[config.mk]
export PLATFORM = sky130hd
export DESIGN_NAME = uart_rx_deser
export DESIGN_NICKNAME = d
export VERILOG_FILES = /design/src/rtl/uart_rx_deser.sv
export SDC_FILE = /design/constraint.sdc
export NUM_CORES = 1
export LEC_CHECK = 0
export BUFFER_PORTS_ARGS = -buffer_cell sky130_fd_sc_hd__buf_2
export CAP_MARGIN = 20
export CORE_ASPECT_RATIO = 1.4
export CORE_UTILIZATION = 55
export DETAILED_ROUTE_END_ITERATION = 8
export HOLD_SLACK_MARGIN = 0.02
export PLACE_DENSITY = 0.75
export SYNTH_ARGS = -nofsm -noshare
export SYNTH_HDL_FRONTEND = slang
export SYNTH_SLANG_ARGS = --single-unit
[constraint.sdc]
create_clock -name clk -period 2.8 [get_ports clk]
set_input_delay 0.84 -clock clk [delete_from_list [all_inputs] [get_ports clk]]
set_output_delay 0.84 -clock clk [all_outputs]
set_load 0.005 [all_outputs]
[src/rtl/uart_rx_deser.sv]
// UART receive deserialiser: synchronises the rx pin, times bit centres with a
// clock-divided baud counter, assembles LSB-first data bits and presents each
// byte on a valid/ready port. Flags framing errors and overruns.
// Optional even-parity checking is enabled by defining UART_RX_PARITY_EN.
module uart_rx_deser #(
    parameter int unsigned CLK_FREQ         = 50000000,
    parameter int unsigned BAUD             = 115200,
    parameter int unsigned DATA_BYTE_LENGTH = 8
) (
    input  logic                        clk,
    input  logic                        rst_n,
    input  logic                        rx,
    output logic [DATA_BYTE_LENGTH-1:0] data,
    output logic                        data_valid,
    input  logic                        data_ready,
    output logic                        frame_err,
    output logic                        overrun,
    output logic                        parity_err
);

    localparam int unsigned DIV   = CLK_FREQ / BAUD;
    localparam int unsigned HALF  = DIV / 2;
    localparam int unsigned CNT_W = (DIV > 1) ? $clog2(DIV) : 1;
    localparam int unsigned BIT_W = (DATA_BYTE_LENGTH > 1) ? $clog2(DATA_BYTE_LENGTH) : 1;

    localparam logic [CNT_W-1:0] CNT_HALF_END = CNT_W'(HALF - 1);
    localparam logic [CNT_W-1:0] CNT_BIT_END  = CNT_W'(DIV - 1);
    localparam logic [BIT_W-1:0] BIT_LAST     = BIT_W'(DATA_BYTE_LENGTH - 1);

`ifdef UART_RX_PARITY_EN
    typedef enum logic [4:0] {
        S_IDLE   = 5'b00001,
        S_START  = 5'b00010,
        S_DATA   = 5'b00100,
        S_STOP   = 5'b01000,
        S_PARITY = 5'b10000
    } state_e;
`else
    typedef enum logic [3:0] {
        S_IDLE  = 4'b0001,
        S_START = 4'b0010,
        S_DATA  = 4'b0100,
        S_STOP  = 4'b1000
    } state_e;
`endif

    state_e state_q, state_d;

    logic                        rx_meta_q;
    logic                        rx_s_q;
    logic                        rx_prev_q;
    logic                        rx_fall;

    logic [CNT_W-1:0]            cnt_q, cnt_d;
    logic [BIT_W-1:0]            bit_cnt_q, bit_cnt_d;
    logic [DATA_BYTE_LENGTH-1:0] shift_q, shift_d;

    logic [DATA_BYTE_LENGTH-1:0] data_q, data_d;
    logic                        valid_q, valid_d;
    logic                        frame_err_q, frame_err_d;
    logic                        overrun_q, overrun_d;

    logic                        stop_sample;
    logic                        par_bad;
    logic                        deliver;

    // Two-flop synchroniser plus a history flop for falling-edge detection.
    always_ff @(posedge clk) begin
        if (!rst_n) begin
            rx_meta_q <= 1'b1;
            rx_s_q    <= 1'b1;
            rx_prev_q <= 1'b1;
        end else begin
            rx_meta_q <= rx;
            rx_s_q    <= rx_meta_q;
            rx_prev_q <= rx_s_q;
        end
    end

    assign rx_fall = rx_prev_q & ~rx_s_q;

`ifdef UART_RX_PARITY_EN
    logic parity_bit_q, parity_bit_d;
    logic parity_err_q, parity_err_d;

    // Parity bit capture and parity error pulse.
    always_ff @(posedge clk) begin
        if (!rst_n) begin
            parity_bit_q <= 1'b0;
            parity_err_q <= 1'b0;
        end else begin
            parity_bit_q <= parity_bit_d;
            parity_err_q <= parity_err_d;
        end
    end

    // Even parity: data bits together with the parity bit must XOR to zero.
    assign par_bad      = ^{shift_q, parity_bit_q};
    assign parity_err_d = stop_sample & rx_s_q & par_bad;
    assign parity_err   = parity_err_q;
`else
    assign par_bad    = 1'b0;
    assign parity_err = 1'b0;
`endif

    // Receive FSM and datapath state registers.
    always_ff @(posedge clk) begin
        if (!rst_n) begin
            state_q   <= S_IDLE;
            cnt_q     <= '0;
            bit_cnt_q <= '0;
            shift_q   <= '0;
        end else begin
            state_q   <= state_d;
            cnt_q     <= cnt_d;
            bit_cnt_q <= bit_cnt_d;
            shift_q   <= shift_d;
        end
    end

    // Next-state logic: bit-centre timing, data sampling and stop detection.
    always_comb begin
        state_d     = state_q;
        cnt_d       = cnt_q + CNT_W'(1);
        bit_cnt_d   = bit_cnt_q;
        shift_d     = shift_q;
        stop_sample = 1'b0;
`ifdef UART_RX_PARITY_EN
        parity_bit_d = parity_bit_q;
`endif
        unique case (state_q)
            S_IDLE: begin
                cnt_d = '0;
                if (rx_fall) begin
                    state_d = S_START;
                end
            end
            S_START: begin
                if (cnt_q == CNT_HALF_END) begin
                    cnt_d     = '0;
                    bit_cnt_d = '0;
                    // A start bit that is high again at its centre is a glitch.
                    state_d   = rx_s_q ? S_IDLE : S_DATA;
                end
            end
            S_DATA: begin
                if (cnt_q == CNT_BIT_END) begin
                    cnt_d              = '0;
                    shift_d[bit_cnt_q] = rx_s_q;
                    bit_cnt_d          = bit_cnt_q + BIT_W'(1);
                    if (bit_cnt_q == BIT_LAST) begin
                        bit_cnt_d = '0;
`ifdef UART_RX_PARITY_EN
                        state_d   = S_PARITY;
`else
                        state_d   = S_STOP;
`endif
                    end
                end
            end
`ifdef UART_RX_PARITY_EN
            S_PARITY: begin
                if (cnt_q == CNT_BIT_END) begin
                    cnt_d        = '0;
                    parity_bit_d = rx_s_q;
                    state_d      = S_STOP;
                end
            end
`endif
            S_STOP: begin
                if (cnt_q == CNT_BIT_END) begin
                    cnt_d       = '0;
                    stop_sample = 1'b1;
                    state_d     = S_IDLE;
                end
            end
            default: begin
                cnt_d   = '0;
                state_d = S_IDLE;
            end
        endcase
    end

    // A frame is good when its stop bit is high and its parity (if any) checks.
    assign deliver     = stop_sample & rx_s_q & ~par_bad;
    assign frame_err_d = stop_sample & ~rx_s_q;

    // Output port: accept a new byte if empty or being drained this cycle.
    always_comb begin
        data_d    = data_q;
        valid_d   = valid_q;
        overrun_d = 1'b0;
        if (deliver && (!valid_q || data_ready)) begin
            data_d  = shift_q;
            valid_d = 1'b1;
        end else begin
            if (valid_q && data_ready) begin
                valid_d = 1'b0;
            end
            overrun_d = deliver;
        end
    end

    // Output registers and one-cycle error pulses.
    always_ff @(posedge clk) begin
        if (!rst_n) begin
            data_q      <= '0;
            valid_q     <= 1'b0;
            frame_err_q <= 1'b0;
            overrun_q   <= 1'b0;
        end else begin
            data_q      <= data_d;
            valid_q     <= valid_d;
            frame_err_q <= frame_err_d;
            overrun_q   <= overrun_d;
        end
    end

    assign data       = data_q;
    assign data_valid = valid_q;
    assign frame_err  = frame_err_q;
    assign overrun    = overrun_q;

endmodule

# After elaboration in Yosys (flattened, before gate mapping)
# Index checks and enable logic that the tools add are counted.
# Widths: inputs -> output; s select.
[word_totals]
latch_bits = 0
in_bits = 4
ff_bits = 38
wordCells = 65
output_inout_bits = 12
memories = 0
mem_bits_ro = 0
mem_bits_rw = 0
[classes]
reduce_logical = 12
div_mod_pow = 0
magnitude_cmp = 2
n_addsub = 2
n_bitwise = 5
n_shift = 0
n_eq_ne = 12
n_mul = 0
muxes = 21
[op_table]
columns = ["op", "n"]
rows = [
  ["$mux 4", 5],
  ["$mux 9", 2],
  ["$pmux 9 s2", 1],
  ["$pmux 4 s4", 1],
  ["$mux 3", 4],
  ["$ne 2x2->1 const B", 5],
  ["$add 9x1->9 const B", 1],
  ["$eq 9x8->1 const B", 1],
  ["$eq 9x9->1 const B", 1],
  ["$bwmux 8", 1],
  ["$pmux 3 s2", 1],
  ["$mux 1", 5],
  ["$reduce_and 5->1", 1],
  ["$eq 4x1->1 const B", 1],
  ["$eq 4x2->1 const B", 1],
  ["$eq 4x3->1 const B", 1],
  ["$eq 4x4->1 const B", 1],
  ["$lt 3x4->1 const B", 1],
  ["$reduce_bool 2->1", 2],
  ["$reduce_or 2->1", 2],
  ["$add 3x1->3 const B", 1],
  ["$and 1x1->1", 3],
  ["$demux 1 s3", 1],
  ["$eq 3x3->1 const B", 1],
  ["other kinds (7)", 10],
]

# Depth between registers and ports, before layout
# Gate-level depths: netlist (run 1).
[depth]
ltp_word = 6
mapped_depth = 7
depth_no_buf = 6

# Worst setup path before layout (run 1)
# No wires, ideal clock.
[synth_timing]
path_kind = "input-to-reg"
startpoint = "in rst_n"
endpoint = "reg cnt_q[2]"
slack_ns = 1.025
cell_stages = 5
arrival_time_ns = 1.711
required_time_ns = 2.736
setup_ns = 0.064
path_buffers = 2
cell_sequence = "clkbuf_1 > inv_1 > a221o_1 > buf_2 > nor2_1"
[synth_lines]
columns = ["item", "line", "source"]
rows = [
  ["start, declared", "11", "input logic rst_n,"],
  ["end signal, assigned", "115", "cnt_q <= cnt_d;"],
  ["end, declared", "54", "logic [CNT_W-1:0] cnt_q, cnt_d;"],
]

# Worst setup path after layout (run 1)
[layout_timing]
startpoint = "reg cnt_q[0]"
endpoint = "reg data_q[4] (netlist: data[4])"
[layout_between]
elab_chain_len = 5
[layout_rtl]
columns = ["item", "line", "source"]
rows = [
  ["$eq 9x9->1", "171", "if (cnt_q == CNT_BIT_END) begin"],
  ["$mux 1", "171", ""],
  ["$mux 1", "131", "unique case (state_q)"],
  ["$and 1x1->1", "185", "assign deliver = stop_sample & rx_s_q & ~par_bad;"],
  ["$logic_and 1x1->1", "193", "if (deliver && (!valid_q || data_ready)) begin"],
  ["end signal, assigned", "212", "data_q <= data_d;"],
  ["end, declared", "58", "logic [DATA_BYTE_LENGTH-1:0] data_q, data_d;"],
]
# No other way between the ends.
# A chain may end at the register's enable or synchronous reset.

==> run metrics, run 1 <==
drt pass-1 iters 4; initial antenna violation count 0; vias per std cell 5.79; RSZ-0062 raised after global routing no; reg2reg start cnt_q[0]$_SDFF_PN0_; # IOs 16; Cell Pwr Density 547 nW/um^2; critical path's largest stage delay between 0.5 and 0.6 ns; Final Hold Vio Count 0; Synth async-reset ratio 0%; Worst EP arrival around 2.4 ns; sw power about 0.25 mW; Seq cells post-synth 38; core area 2910 um^2; Antenna diodes 0; Routed Antenna Nets 0; met3 WL roughly 110 um; slowest CP cell nor4bb_1; Critical Path Fanout Max 8; Clock transition at path regs around 0.070 ns; Synth Cell Area 1720 um^2; die footprint 3350 um^2; slew margin rel. 52.8%; worst vdd ir 0.000429 V; Post-CTS Hold Buffers 0; switching share of total power 24.2%; total routed wirelength 3330 um; layout cells sized above 1 approximately 16%; worst slew pin tran 0.698 ns; Congestion Overflow GR 0; Area contributors post-synth dfxtp_1 (44%), mux2i_1 (11%), nand2_1 (5.0%), ha_1 (3.6%), nor2_1 (3.1%); setup TNS 0 ns; Max Used Layer met4; status completed; clock sinks 38; Worst Skew approximately 0.0059 ns; die height 68.1 um; top-count cell post-synth dfxtp_1; Resize count post-CTS 0; library cells used by synthesis 43; final number of setup-violating endpoints 0; Max Clk Rate 458 MHz; # rows 23; first-pass GRT wire length approximately 5800 um; CP Cell Sequence ha_1, nor4bb_1, nand4_1, nor2_2, mux2i_1; vias in the first global route 1337; Max Root-Sink Buffers 2; net count reported at finish roughly 200; Clock Root Buffer clkbuf_8; largest net degree at the start of global routing 22; setup slack after layout 0.618 ns; Syn Area/Cell 9.53 um^2; CTS tree built; Internal Power 0.789 mW; Post-synth EDFFs 0; worst skew pair latency 0.29 ns; Hold Path Class flip-flop to flip-flop; CP Class flip-flop to flip-flop; DRC violations left 0; nature of the critical path startpoint flip-flop; crit end category flip-flop; GRT Util Overall between 20 and 25%; GPL Wtd Cong 0.773; post-synthesis sequential area ratio about 44%; crit path from cnt_q[0]$_SDFF_PN0_; Post-synth top cells dfxtp_1 (38), nand2_1 (23), mux2i_1 (18); Synthesized Nets around 190; part of the power in registers 55.0%; synth-to-layout area growth 10.9%; Critical Path RT 3.02 ns; Gate power share 7.9%; Worst Hold Launch rx_meta_q$_SDFF_PN1_; First DRT Iteration DRCs 49; CTS buffer count 5; Tcrit/Tclk final 77.9%; synthesized instance count 180; DR WL met2 around 1800 um; post-CTS setup buffers 0; max_cap viols 0; max-slew violations 0; Final Util 65.5%; vias post-DR 1348; WL/cell 14.3 um; top_reg_cell synth dfxtp_1; Tmin final 2.18 ns; initial core utilization 59.0%; DP HPWL roughly 2400 um; H-tree depth 2; Yosys top cell area share around 44%; synth warn 0; Met1 Wirelength approximately 1300 um; Lkg Pwr 0.696 nW; post-synth top area cell dfxtp_1; clock power share between 30% and 40%; Die W 49.2 um; IO Port Bufs 14; pre-CTS WS 0.701 ns
[stage by stage]
| step | hold slack (ns) | power [mW] | std cells | instance area [um^2] |
|---|---|---|---|---|
| finish | 0.427 | 1.04 | 233 | 1900 |
| global route | 0.447 | 1.09 | 233 | 1900 |
| CTS | 0.430 | 1.05 | 233 | 1900 |
| detailed placement | 0.411 | 0.667 | 225 | 1810 |
| global placement | 0.396 | 0.664 | 225 | 1810 |
| floorplan | 0.386 | 0.649 | 180 | 1720 |
[power groups by stage]
| stage | registers [mW] | clock network (mW) | logic (mW) |
|---|---|---|---|
| floorplan | 0.580 | 0 | 0.0691 |
| global placement | 0.585 | 0 | 0.0786 |
| detailed placement | 0.585 | 0 | 0.0818 |
| CTS | 0.573 | 0.397 | 0.0824 |
| global route | 0.576 | 0.422 | 0.0898 |
| finish | 0.573 | 0.386 | 0.0822 |
[layout by cell type (no fill, tap or decap), types with 2 or more instances in the layout]
cell type  count
buf_2         14
xor2_1         2
nand4bb_1      2
mux2i_1       18
a21oi_1        3
nand4b_1       2
o21ai_0        2
nand4_1        4
clkbuf_8       6
dfxtp_1       38
inv_1          6
nor3_1         4
nor4b_1        2
ha_1           5
nand3b_1       2
and3_1         3
or3_1          2
o2111ai_1      2
nand3_1        9
nor3b_1        2
nand2b_1       3
xnor2_1        6
nand2_1       23
nor2_1        14
o211ai_1       2
[state kept, by name (all words and copies together), names as in the netlist]
name	count
cnt_q	9
data	8
shift_q	8
state_q	4
bit_cnt_q	3
data_valid	1
frame_err	1
overrun	1
rx_meta_q	1
rx_prev_q	1
rx_s_q	1
[layout make-up]
type,instances,area (um^2)
clock buffer,6,82.6
clock inverter,2,12.5
fill,254,1000
inverter,6,22.5
multi-input combinational,129,901
sequential,38,761
tap,37,46.3
timing repair buffer,15,77.6
[critical path, delay by kind of cell (launching register included)]
family	cells	cell delay, ns
flops	1	0.42
fa+ha+maj	1	0.19
mux	1	0.25
simple gates	3	1.25
[per-layer routing]
layer	GRT usage, %	vias up
li1	-	666
met1	21.6	641
met2	45.2	28
met3	6.22	13
met4	13.2	0
met5	0	-
[cell families after synthesis]
logic type | Yosys count | share of synthesized area (%)
other | 1 | 0.219
multiplexers | 18 | 10.5
AO/OA/AOI/OAI | 14 | 6.49
buffers and inverters | 13 | 3.14
flip-flops | 38 | 44.3
adder cells (fa/ha/maj) | 5 | 3.65
AND/OR/NAND/NOR | 83 | 27.6
XOR/XNOR | 8 | 4.08
[final timing paths]
path / end / slack [ns] / cells past startpoint
setup / recovery: data[4]$_SDFFE_PN0P_ / 0.62 / 5
hold / removal: rx_s_q$_SDFF_PN1_ / 0.43 / 1
setup reg to reg: data[4]$_SDFFE_PN0P_ / 0.62 / 5
hold reg to reg: rx_s_q$_SDFF_PN1_ / 0.43 / 1
Power figures use the tool's default switching activity.
==> inputs of run 2 (changes only) <==
- ABC_AREA: default -> 1
- CORE_UTILIZATION: 55 -> 53
- clock period: 2.8 -> 1.8 ns (I/O delays scaled with it)
==> run metrics, run 2 <==
Worst EP arrival 1.73 ns (-0.68 ns); drt pass-1 iters 4 (unchanged); Cell Pwr Density 1020 nW/um^2 (+87%); Congestion Overflow GR 0 (unchanged); setup TNS 0 ns (unchanged); # rows 25 (+8.7%); critical path's largest stage delay 0.40 ns (-0.17 ns); Post-CTS Hold Buffers 0 (unchanged); crit path from cnt_q[0]$_SDFF_PN0_; DP HPWL 2400 um (-0.84%); hold-critical path depth 1 (unchanged); Synth async-reset ratio 0% (unchanged); vias post-DR 1543 (+14%); WL/cell 10.1 um (-29%); number of flip-flops in the largest register 9 (unchanged); H-tree depth 2 (unchanged); library cells used by synthesis 28 (-35%); CTS tree built; reg2reg start cnt_q[0]$_SDFF_PN0_; sw power 0.730 mW (+190%); IO Port Bufs 14 (unchanged); initial antenna violation count 0 (unchanged); Critical Path Fanout Max 16 (+8); worst skew pair latency 0.29 ns (about the same); post-CTS setup buffers 0 (unchanged); First DRT Iteration DRCs 26 (-47%); Final Hold Vio Count 0 (unchanged); initial core utilization 56.0% (-3.0 points); CTS buffer count 5 (unchanged); max_cap viols 0 (unchanged); part of the power in registers 45.4% (-9.6 points); Most flops, register cnt_q; commonest non-fill, non-tap cell in the layout nand2_1; pre-CTS WS 0.292 ns (-0.409 ns); Max Root-Sink Buffers 2 (unchanged); first-pass GRT wire length 5510 um (-4.4%); Antenna diodes 0 (unchanged); DRC violations left 0 (unchanged); Critical Path RT 2.03 ns (-0.99 ns); # IOs 16 (unchanged); Synth Cell Area 1890 um^2 (+10%); top_reg_cell synth dfxtp_1; Tcrit/Tclk final 83.2% (+5.3 points); Final Util 61.4% (-4.1 points); Routed Antenna Nets 0 (unchanged); Synthesized Nets 273 (+44%); GPL Wtd Cong 0.749 (-3.2%); Hold Path Class flip-flop to flip-flop; Gate power share 26.1% (+18 points); top-count cell post-synth nand2_1; synth-to-layout area growth 9.52%; switching share of total power 34.4% (+10 points); nature of the critical path startpoint flip-flop; GRT Util Overall 19.3% (-3.9 points); most frequent cells in the layout nand2_1 (65), nor2_1 (51), dfxtp_1 (38), inv_1 (29), nand3_1 (16); Resize count post-CTS 0 (unchanged); crit end category flip-flop; R2R cell count 9 (+4); CP Cell Sequence ha_1, nand2_1, nor2_2, nand2_4, inv_2, nand4_4, nand2_1, nand2_1, nor2_1; max-slew violations 0 (unchanged); Seq cells post-synth 38 (unchanged); Clock Root Buffer clkbuf_8; Lkg Pwr 0.997 nW (+43%); die height 72.7 um (+6.8%); CP Class flip-flop to flip-flop; Post-synth top cells nand2_1 (65), nor2_1 (51), dfxtp_1 (38); synth warn 0 (unchanged); Area contributors post-synth dfxtp_1 (40%), nand2_1 (13%), nor2_1 (10%), inv_1 (5.8%), nand3_1 (4.2%); Worst Skew 0.00590 ns (+0.00000649 ns); Max Clk Rate 668 MHz (+46%); Tmin final 1.50 ns (-0.684 ns); layout cells sized above 1 19.4% (+3.6 points); core area 3380 um^2 (+16%); Tot Pwr 2.12 mW (+100%); Clock transition at path regs 0.08 ns (about the same); net count reported at finish 291 (+43%); r2r setup slk 0.30 ns (-0.32 ns); status completed; vias in the first global route 1359 (+1.6%); Hold Slack 0.420 ns (-0.00677 ns); setup slack after layout 0.303 ns (-0.316 ns); final number of setup-violating endpoints 0 (unchanged); Yosys top cell area share 40.2% (-4.2 points); post-synthesis sequential area ratio 40.2% (-4.2 points); clock power share 28.5% (-8.6 points); Syn Area/Cell 7.17 um^2 (-25%); largest net degree at the start of global routing 17 (-23%); Die W 52.5 um (+6.7%); total routed wirelength 3280 um (-1.5%); clock sinks 38 (unchanged); vias per std cell 4.78 (-17%); post-synth top area cell dfxtp_1; worst vdd ir 0.000751 V (+75%); worst setup path endpoint data[7]$_SDFFE_PN0P_; Post-synth EDFFs 0 (unchanged); synthesized instance count 264 (+47%); slowest CP cell dfxtp_1; most used cell, CP nand2_1; die footprint 3820 um^2 (+14%); Internal Power 1.39 mW (+76%); R2R Path End data[7]$_SDFFE_PN0P_; RSZ-0062 raised after global routing no
run 2: area by class of cell:
cell class / count / area [um^2]
well taps: 40 / 50.0
fillers: 323 / 1310
flip-flops and latches: 38 / 761
multi-input cells: 185 / 943
repair buffers: 17 / 92.6
inverters: 35 / 131
clock buffers: 6 / 82.6
clock inverters: 2 / 12.5
run 2: worst min-delay path by stage:
stage,start,to,slack [ns]
after global routing,rx_meta_q$_SDFF_PN1_,rx_s_q$_SDFF_PN1_,0.45
after detailed placement,rx_meta_q$_SDFF_PN1_,rx_s_q$_SDFF_PN1_,0.40
after global placement,rx_meta_q$_SDFF_PN1_,rx_s_q$_SDFF_PN1_,0.41
final,rx_meta_q$_SDFF_PN1_,rx_s_q$_SDFF_PN1_,0.42
after CTS,rx_meta_q$_SDFF_PN1_,rx_s_q$_SDFF_PN1_,0.42
after floorplan,rx_meta_q$_SDFF_PN1_,rx_s_q$_SDFF_PN1_,0.39
run 2: stage by stage:
stage | std cells | area (um^2)
after floorplan | 264 | 1890
after global placement | 315 | 1980
after detailed placement | 315 | 1980
after CTS | 323 | 2070
after global routing | 323 | 2070
final | 323 | 2070
run 2: power by group through the flow:
| stage | Clock [mW] | Combinational (mW) | Sequential (mW) |
|---|---|---|---|
| after floorplan | 0 | 0.459 | 0.975 |
| after detailed placement | 0 | 0.539 | 0.981 |
| after global routing | 0.653 | 0.642 | 0.972 |
| after global placement | 0 | 0.537 | 0.978 |
| after CTS | 0.622 | 0.552 | 0.962 |
| final | 0.605 | 0.553 | 0.963 |
run 2: logic make-up after synthesis:
group	count (synthesis)	share of synthesized area, %
other cells	1	0.198
flops	38	40.2
simple gates	160	39.0
xor+xnor	6	2.78
fa+ha+maj	5	3.30
compound gates	13	4.56
buf+inv	41	9.98
run 2: critical path, delay by kind of cell, from the launching register on:
kind | cells | cell delay (ns)
AND/OR/NAND/NOR | 7 | 0.78
buffers and inverters | 1 | 0.09
flip-flops | 1 | 0.40
adder cells (fa/ha/maj) | 1 | 0.17
run 2: metal layers:
layer  wire length [um]  vias to the layer above  share of wire [%]  track usage [%]
li1                   -                      835                  -                -
met1               1410                      675                 43             20.3
met2               1720                       26                 52             34.9
met3                106                        7                3.2             6.04
met4                 45                        0                1.4             6.73
met5                  0                        -                  0                0
